`src/rtl/uart_pkg.sv`:
```
// Shared types and helpers for the UART subsystem.
package uart_pkg;

    typedef enum logic [1:0] {IDLE, ISSUE, WAIT, DONE} arb_state_t;

    localparam int UART_DATA_W = 8;

    // Whole system clocks per transmitted bit (truncating).
    function automatic int clks_per_bit(input int clk_freq, input int baud_rate);
        return clk_freq / baud_rate;
    endfunction

endpackage

```
`src/rtl/rr_arbiter_core.sv`:
```
// Combinational round-robin picker: first asserted request at or after rr_ptr, wrapping.
module rr_arbiter_core #(
    parameter int NUM_REQ = 4
) (
    input  logic [NUM_REQ-1:0]         req,
    input  logic [$clog2(NUM_REQ)-1:0] rr_ptr,
    output logic [$clog2(NUM_REQ)-1:0] winner,
    output logic                       any_req
);

    localparam int ID_W = $clog2(NUM_REQ);

    int idx;

    // Scan requesters in priority order starting at rr_ptr; keep the first hit.
    always_comb begin
        // NOTE: every combinational output gets a default first so no path leaves it unassigned (no latch).
        winner  = '0;
        any_req = 1'b0;
        idx     = 0;
        for (int i = 0; i < NUM_REQ; i++) begin
            idx = (int'(rr_ptr) + i) % NUM_REQ;
            if (!any_req && req[ID_W'(idx)]) begin
                any_req = 1'b1;
                winner  = ID_W'(idx);
            end
        end
    end

endmodule

```
`src/rtl/uart_tx_arbiter.sv`:
```
// Round-robin sharing of one UART transmitter among NUM_REQ requesters.
// Holds the transfer FSM, the data latch, the WAIT timeout counter and the ack/err pulses.
module uart_tx_arbiter
    import uart_pkg::*;
#(
    parameter int NUM_REQ     = 4,
    parameter int DATA_W      = UART_DATA_W,
    parameter int CLK_FREQ    = 1000000,
    parameter int BAUD_RATE   = 9600,
    parameter int TIMEOUT_CYC = 12 * CLK_FREQ / BAUD_RATE
) (
    input  logic                         clk,
    input  logic                         reset,
    input  logic [NUM_REQ-1:0]           req,
    input  logic [NUM_REQ*DATA_W-1:0]    req_data,
    output logic [NUM_REQ-1:0]           ack,
    output logic [NUM_REQ-1:0]           err,
    output logic                         tx_start,
    output logic [DATA_W-1:0]            tx_data,
    input  logic                         tx_done,
    output logic                         busy,
    output logic [$clog2(NUM_REQ)-1:0]   grant_id
);

    localparam int ID_W    = $clog2(NUM_REQ);
    localparam bit TOUT_EN = (TIMEOUT_CYC != 0);
    // Keep the counter at least one bit wide so a disabled timeout still elaborates.
    localparam int TOUT_W  = TOUT_EN ? $clog2(TIMEOUT_CYC + 1) : 1;
    localparam logic [TOUT_W-1:0] TOUT_LAST = TOUT_W'(TOUT_EN ? TIMEOUT_CYC - 1 : 0);

    arb_state_t        state;
    logic [ID_W-1:0]   rr_ptr;
    logic [ID_W-1:0]   winner;
    logic [ID_W-1:0]   ptr_next;
    logic              any_req;
    logic [TOUT_W-1:0] tout_cnt;
    logic              tout_hit;

    rr_arbiter_core #(
        .NUM_REQ (NUM_REQ)
    ) u_core (
        .req     (req),
        .rr_ptr  (rr_ptr),
        .winner  (winner),
        .any_req (any_req)
    );

    assign ptr_next = (winner == ID_W'(NUM_REQ - 1)) ? '0 : winner + ID_W'(1);
    assign tout_hit = TOUT_EN && (tout_cnt == TOUT_LAST);

    // Transfer FSM with all outputs registered; tx_done wins over a coincident timeout.
    always_ff @(posedge clk) begin
        // NOTE: sequential state uses non-blocking assignments so every register samples pre-edge values.
        if (reset) begin
            state    <= IDLE;
            ack      <= '0;
            err      <= '0;
            tx_start <= 1'b0;
            tx_data  <= '0;
            busy     <= 1'b0;
            grant_id <= '0;
            rr_ptr   <= '0;
            tout_cnt <= '0;
        end else begin
            case (state)
                IDLE: begin
                    if (any_req) begin
                        state    <= ISSUE;
                        grant_id <= winner;
                        tx_data  <= req_data[winner * DATA_W +: DATA_W];
                        rr_ptr   <= ptr_next;
                        tx_start <= 1'b1;
                        busy     <= 1'b1;
                    end
                end
                ISSUE: begin
                    state    <= WAIT;
                    tx_start <= 1'b0;
                    tout_cnt <= '0;
                end
                WAIT: begin
                    if (tx_done) begin
                        state <= DONE;
                        ack   <= NUM_REQ'(1) << grant_id;
                    end else if (tout_hit) begin
                        state <= DONE;
                        ack   <= NUM_REQ'(1) << grant_id;
                        err   <= NUM_REQ'(1) << grant_id;
                    end else begin
                        tout_cnt <= tout_cnt + TOUT_W'(1);
                    end
                end
                DONE: begin
                    state <= IDLE;
                    ack   <= '0;
                    err   <= '0;
                    busy  <= 1'b0;
                end
                default: state <= IDLE;
            endcase
        end
    end

endmodule

```
`config.mk`:
```
export PLATFORM = sky130hd
export DESIGN_NAME = uart_tx_arbiter
export DESIGN_NICKNAME = d
export VERILOG_FILES = /design/src/rtl/uart_pkg.sv /design/src/rtl/rr_arbiter_core.sv /design/src/rtl/uart_tx_arbiter.sv
export SDC_FILE = /design/constraint.sdc
export NUM_CORES = 1
export LEC_CHECK = 0
export ABC_CLOCK_PERIOD_IN_PS = 2990
export CELL_PAD_IN_SITES_DETAIL_PLACEMENT = 1
export CELL_PAD_IN_SITES_GLOBAL_PLACEMENT = 2
export CORE_MARGIN = 8
export CORE_UTILIZATION = 28
export DETAILED_ROUTE_END_ITERATION = 16
export PLACE_DENSITY = 0.87
export SLEW_MARGIN = 0
export SYNTH_ARGS = -nofsm -noshare
export SYNTH_HDL_FRONTEND = slang
export SYNTH_SLANG_ARGS = --single-unit
```
`constraint.sdc`:
```
create_clock -name clk -period 2.99 [get_ports clk]
set_clock_uncertainty 0.05 [all_clocks]
set_input_delay 0.299 -clock clk [delete_from_list [all_inputs] [get_ports clk]]
set_output_delay 0.299 -clock clk [all_outputs]
set_load 0.03 [all_outputs]
```
==> results by group, run 1 <==
Run status
  • Status: finished clean

Synth
  • Leading area contributor after synthesis: dfxtp_1
  • XOR/XNOR Fraction of Synth Area: 2.44%
  • Post-synthesis mux area share: 9.14%
  • Seq/Total Area, Yosys: 39.1%
  • Synth top area cells: dfxtp_1 39%, mux2i_1 7.3%, nor2_1 4.8%, a222oi_1 4.5%, ha_1 4.2%
  • YS warnings: 0
  • Post-Syn Nets: 242
  • Simple-gate share of the synthesized area: 21.9%
  • Post-synth EDFFs: 0
  • Synthesized area per cell: 9.11 um2
  • Largest family of logic cells by synthesized area: simple AND/OR/NAND/NOR gates
  • Compound-Gate Fraction of Synth Area: 19.5%
  • Top FF cell, synth: dfxtp_1
  • Flops & latches, synth: 35
  • Synth Cell Area: 1790 um2
  • Asr flop ratio synth: 0%
  • Post-synthesis cell count: 197
  • Yosys cell types: 45
  • Top cell type's share of synthesized area: 39.1%
  • Adder-Cell Fraction of Synth Area: 4.18%

Global routing
  • Largest net degree at the start of global routing: 13
  • Grt ovf: 0
  • Vias in the first global route: 1849
  • Gr usage total: 11.6%
  • Initial antenna violation count: 0
  • First-pass GRT wire length: 8380 um

STA
  • Final Critical Period: 2.07 ns
  • Relative slew slack: 53.5%
  • Sum Neg Setup Slack: 0 ns
  • Final Setup Violations: 0
  • PnR worst setup slack: 0.920 ns
  • Final period util: 69.2%
  • Slew of the pin with the lowest slew margin: 0.697 ns
  • Final Hold Fails: 0
  • RSZ-0062 raised after global routing: false
  • Fmax: 483 MHz
  • Final Slew Violations: 0

Critical path
  • Crit. End Element: register
  • Critical path buffers and inverters: 1
  • Critical Path Slowest Stage Cell: a41oi_2
  • Reg2reg path depth: 7
  • Critical Path RT: 3.18 ns
  • Worst Path Arrival: 2.26 ns
  • CP top delay family: compound AO/OA/AOI/OAI gates
  • Critical path class: reg -> reg
  • Worst-path maximum fanout: 12
  • Setup crit start kind: register
  • Critical Path Stages: 7
  • Cells along the critical path: inv_1 -> ha_1 -> nand2b_1 -> a41oi_2 -> nand2_1 -> nor3b_1 -> a21o_1
  • Worst path max stage delay: 0.60 ns

Flow run
  • Max-capacitance violation count: 0

Die
  • Core Box Area: 6280 um2
  • Die area: 9230 um2
  • Die width: 96.1 um
  • Initial Util: 28.6%
  • Io pins: 59
  • Die height: 96.1 um
  • Row count: 29

CTS
  • Clk sink count: 35
  • Total CTS buffers: 5
  • Clk slew on worst S/H paths: 0.07 ns
  • TritonCTS clock tree: yes
  • Post-CTS Hold Fix Bufs: 0
  • PostCTS Resize Cnt: 0
  • Clk root buf: clkbuf_8
  • Clk Latency, worst-skew pair: 0.29 ns
  • Clock Path Buffers: 2
  • Setup repair bufs after CTS: 0
  • CTS H-Tree Depth: 2

Power
  • Leak: 0.963 nW
  • Power Dens Cells: 753 nW/um2
  • Worst vdd ir: 0.289 mV
  • Overall Power: 1.92 mW

Cells and area
  • Post-layout util: 40.6%
  • Most common cell after layout, fill and taps aside: clkdlybuf4s50_1
  • Area Overhead vs Synth: 42.0%
  • Multi-input gate area: 1030 um2
  • Ant. Diodes: 0
  • Layout Nets: 306
  • Register area: 701 um2
  • Commonest cells after routing, fill and taps aside: 58 x clkdlybuf4s50_1, 35 x dfxtp_1, 23 x nor2_1, 17 x nand2_1, 13 x mux2i_1
  • Fillers: 756
  • Ratio of cells with drive above 1 in the final layout: 8.78%

Placement
  • Port Buf Inserts: 58
  • Dpl hpwl: 4070 um
  • Post-place setup slack: 0.748 ns
  • Routability Congestion: 0.707

Drt
  • Remaining DRCs: 0
  • Final ANT Viol Nets: 0
  • Vias: 1715
  • First-pass DRT Iterations: 4
  • 1st-iter DRT viols: 53
  • Total Wirelength: 5170 um
  • Vias per Instance: 5.06
  • DR WL/cell: 15.2 um

Hold path
  • Hold path cells: 2
  • Min-delay worst type: reg -> reg
-- area by class of cell --
| cell class | count | share of cell area [%] |
|---|---|---|
| multi-input cells | 148 | 40.3 |
| flip-flops and latches | 35 | 27.5 |
| repair buffers | 62 | 24.0 |
| well taps | 77 | 3.78 |
| clock buffers | 7 | 2.99 |
| inverters | 9 | 1.33 |
| clock inverters | 1 | 0.196 |
-- worst min-delay path: stages (launching register included) --
cell and delay (ns):
dfxtp_1 0.31, nand2_1 0.05, mux2i_1 0.06
-- cells by family (layout without fill, tap and decap cells) --
kind of cell	after synthesis	count (layout)
multiplexers	16	16
flip-flops	35	35
adder cells (fa/ha/maj)	6	6
AO/OA/AOI/OAI	48	48
XOR/XNOR	5	5
buffers and inverters	14	79
AND/OR/NAND/NOR	73	73
-- where the power goes --
part | leakage [nW] | switching (mW) | internal, mW
Sequential | 0.286 | 0.0900 | 0.579
Combinational | 0.635 | 0.517 | 0.396
Clock | 0.0422 | 0.173 | 0.164
-- layer usage --
metal	share of wire [%]	wire [um]	vias to the layer above	track usage, %
li1	-	-	855	-
met1	42	2170	807	12.2
met2	48	2470	48	19.4
met3	9.2	477	5	6.08
met4	0.89	46	0	4.10
met5	0	0	-	0
-- sequential cells by signal, indices dropped and copies added, names as in the netlist --
name / count
rr_ptr: 2
grant_id: 2
busy: 1
tout_cnt: 11
state: 2
tx_data: 8
err: 4
ack: 4
tx_start: 1
-- metrics by stage --
| step | cell area [um2] | hold slack (ns) | std cells |
|---|---|---|---|
| global placement | 2470 | 0.401 | 331 |
| CTS | 2550 | 0.424 | 339 |
| global route | 2550 | 0.442 | 339 |
| finish | 2550 | 0.418 | 339 |
| detailed placement | 2470 | 0.415 | 331 |
| floorplan | 1790 | 0.406 | 197 |
-- Yosys cell counts, types with 2 or more instances --
master,instances
nor2b_1,2
a221oi_1,2
ha_1,6
buf_4,2
a21o_1,2
nor2_1,23
nand2b_1,3
mux2i_1,13
o22ai_1,2
and3_1,3
inv_1,8
xor2_1,5
nand3_1,9
o21ai_1,8
clkbuf_1,2
dfxtp_1,35
nand2_1,17
mux2_2,3
o21ai_0,8
nand4_1,5
nand3b_1,2
a21oi_1,6
a211oi_1,2
a222oi_1,8
-- final timing paths --
path                  from     endpoint  slack [ns]
setup / recovery  state[0]  tout_cnt[5]        0.92
setup reg to reg  state[0]  tout_cnt[5]        0.92
hold reg to reg     ack[3]       ack[3]        0.42
hold / removal      ack[3]       ack[3]        0.42
Note: power is estimated with default switching activity, not from simulation.
==> inputs of run 2 (changes only) <==
ABC_CLOCK_PERIOD_IN_PS = 2000   (was 2990)
CORE_UTILIZATION = 26   (was 28)
PLACE_DENSITY = 0.82   (was 0.87)
clock period = 2 ns   (was 2.99 ns; I/O delays follow)
==> run 2 against run 1 <==
  * Global-route usage is 0.088 points lower
  * Non-clock buffer count is 7 higher
  * Die area is 6.4% higher
  * Core utilization is 0.84 points lower
  * First-iteration DRC count is 98% higher
  * Routed wire length is 3.6% higher
  * Clock power is 99% higher
  * Sequential power is 49% higher
  * Setup slack worse by 0.74 ns
==> results by group, run 2 (same netlist as run 1, synthesis figures left out) <==
STA
  • Final Setup Violations: 0
  • Final Slew Violations: 0
  • RSZ-0062 raised after global routing: false
  • Relative slew slack: 74.8%
  • Sum Neg Setup Slack: 0 ns
  • Final Critical Period: 1.82 ns
  • Final Hold Fails: 0
  • Fmax: 549 MHz
  • Final period util: 91.1%
  • Slew of the pin with the lowest slew margin: 0.378 ns

Global routing
  • Gr usage total: 11.5%
  • Grt ovf: 0
  • Largest net degree at the start of global routing: 12
  • Initial antenna violation count: 0
  • Vias in the first global route: 1944
  • First-pass GRT wire length: 9340 um

Power
  • Power Dens Cells: 1170 nW/um2
  • Worst vdd ir: 0.501 mV
  • Leak: 1.02 nW
  • Overall Power: 3.13 mW

Critical path
  • Worst Path Arrival: 1.94 ns
  • Crit. End Element: register
  • Critical path class: in -> reg
  • Setup crit start kind: input port
  • Worst-path maximum fanout: 8
  • Critical Path RT: 2.12 ns

Drt
  • First-pass DRT Iterations: 5
  • Vias: 1722
  • 1st-iter DRT viols: 105
  • DR WL/cell: 15.3 um
  • Vias per Instance: 4.93
  • Remaining DRCs: 0
  • Final ANT Viol Nets: 0
  • Total Wirelength: 5350 um

Cells and area
  • Most common cell after layout, fill and taps aside: clkdlybuf4s50_1
  • Ant. Diodes: 0
  • Post-layout util: 39.8%
  • Max reg flops: 11
  • Register area: 701 um2
  • Biggest register: tout_cnt
  • Final Cell Area: 2670 um2
  • Ratio of cells with drive above 1 in the final layout: 12.6%
  • Biggest regs: tout_cnt: 11 flops, tx_data: 8 flops
  • Fillers: 777
  • Commonest cells after routing, fill and taps aside: 58 x clkdlybuf4s50_1, 35 x dfxtp_1, 22 x nor2_1, 17 x nand2_1, 13 x mux2i_1
  • Post-route insts no fill: 349
  • Area Overhead vs Synth: 48.9%
  • Multi-input gate area: 1030 um2
  • Layout Nets: 313

Die
  • Io pins: 59
  • Row count: 30
  • Core Box Area: 6720 um2
  • Die width: 99.1 um
  • Initial Util: 26.7%
  • Die height: 99.1 um
  • Die area: 9810 um2

Placement
  • Inst Count DP: 341
  • Routability Congestion: 0.806
  • Dpl hpwl: 4250 um
  • Dpl cell area: 2550 um2
  • Port Buf Inserts: 58

CTS
  • CTS H-Tree Depth: 2
  • Setup repair bufs after CTS: 0
  • Clk root buf: clkbuf_8
  • Total CTS buffers: 5
  • Clock Path Buffers: 2
  • Post-CTS Hold Fix Bufs: 0
  • Clk slew on worst S/H paths: 0.07 ns
  • TritonCTS clock tree: yes
  • Clk Latency, worst-skew pair: 0.28 ns
  • Clk sink count: 35

Run status
  • Status: finished clean

Hold path
  • Min-delay worst type: reg -> reg

Flow run
  • Max-capacitance violation count: 0
run 2: cell count changes in the layout (fill, tap and decap cells not counted), sizes merged:
cell    delta
clkbuf     -1
bufinv     +1
buf        +7
run 2: per-layer routing:
layer | up-vias | global-route usage, % | wire length (um)
li1 | 873 | - | -
met1 | 793 | 13.4 | 2350
met2 | 52 | 18.3 | 2470
met3 | 4 | 5.85 | 495
met4 | 0 | 2.79 | 42
met5 | - | 0 | 0
run 2: critical path, cell delays in order:
cell             delay, ns
clkdlybuf4s50_1       0.56
nor4_4                0.43
nor3_2                0.10
o2111a_2              0.23
a222oi_1              0.31
o21ai_1               0.10
run 2: cell type report:
class	instances	area share (%)
clock buffers	6	3.09
clock inverters	2	1.31
flip-flops and latches	35	26.2
repair buffers	69	25.8
multi-input cells	148	38.6
inverters	9	1.26
well taps	80	3.75
run 2: power breakdown:
group | switching, mW | internal, mW | total [mW]
clock network | 0.266 | 0.404 | 0.670
registers | 0.132 | 0.866 | 0.997
logic | 0.795 | 0.668 | 1.46
total | 1.19 | 1.94 | 3.13
run 2: path summary, 6_finish.rpt:
path | startpoint | endpoint | slack, ns | cells after the start
max | req[0] | tx_data[6] | 0.18 | 6
max reg2reg | tout_cnt[0] | ack[1] | 0.22 | 6
min | ack[1] | ack[1] | 0.41 | 2
min reg2reg | ack[1] | ack[1] | 0.41 | 2
run 2: stage by stage:
| stage | worst slack (ns) | hold slack (ns) |
|---|---|---|
| 2_1_floorplan | 0.383 | 0.307 |
| 3_3_place_gp | -0.0719 | 0.399 |
| 3_5_place_dp | -0.121 | 0.405 |
| 4_1_cts | 0.105 | 0.418 |
| 5_1_grt | 0.0210 | 0.452 |
| 6_report | 0.179 | 0.412 |
run 2: timing repair:
item,4_1_cts,5_1_grt
setup endpoints to repair,0,1
endpoints found under the hold margin,0,0
resized for setup,0,2
==> inputs of run 3 (changes only) <==
TNS_END_PERCENT = 10   (was not set)
==> results of run 3 <==
No change in the layout: final DEF, timing and power equal those of run 2.
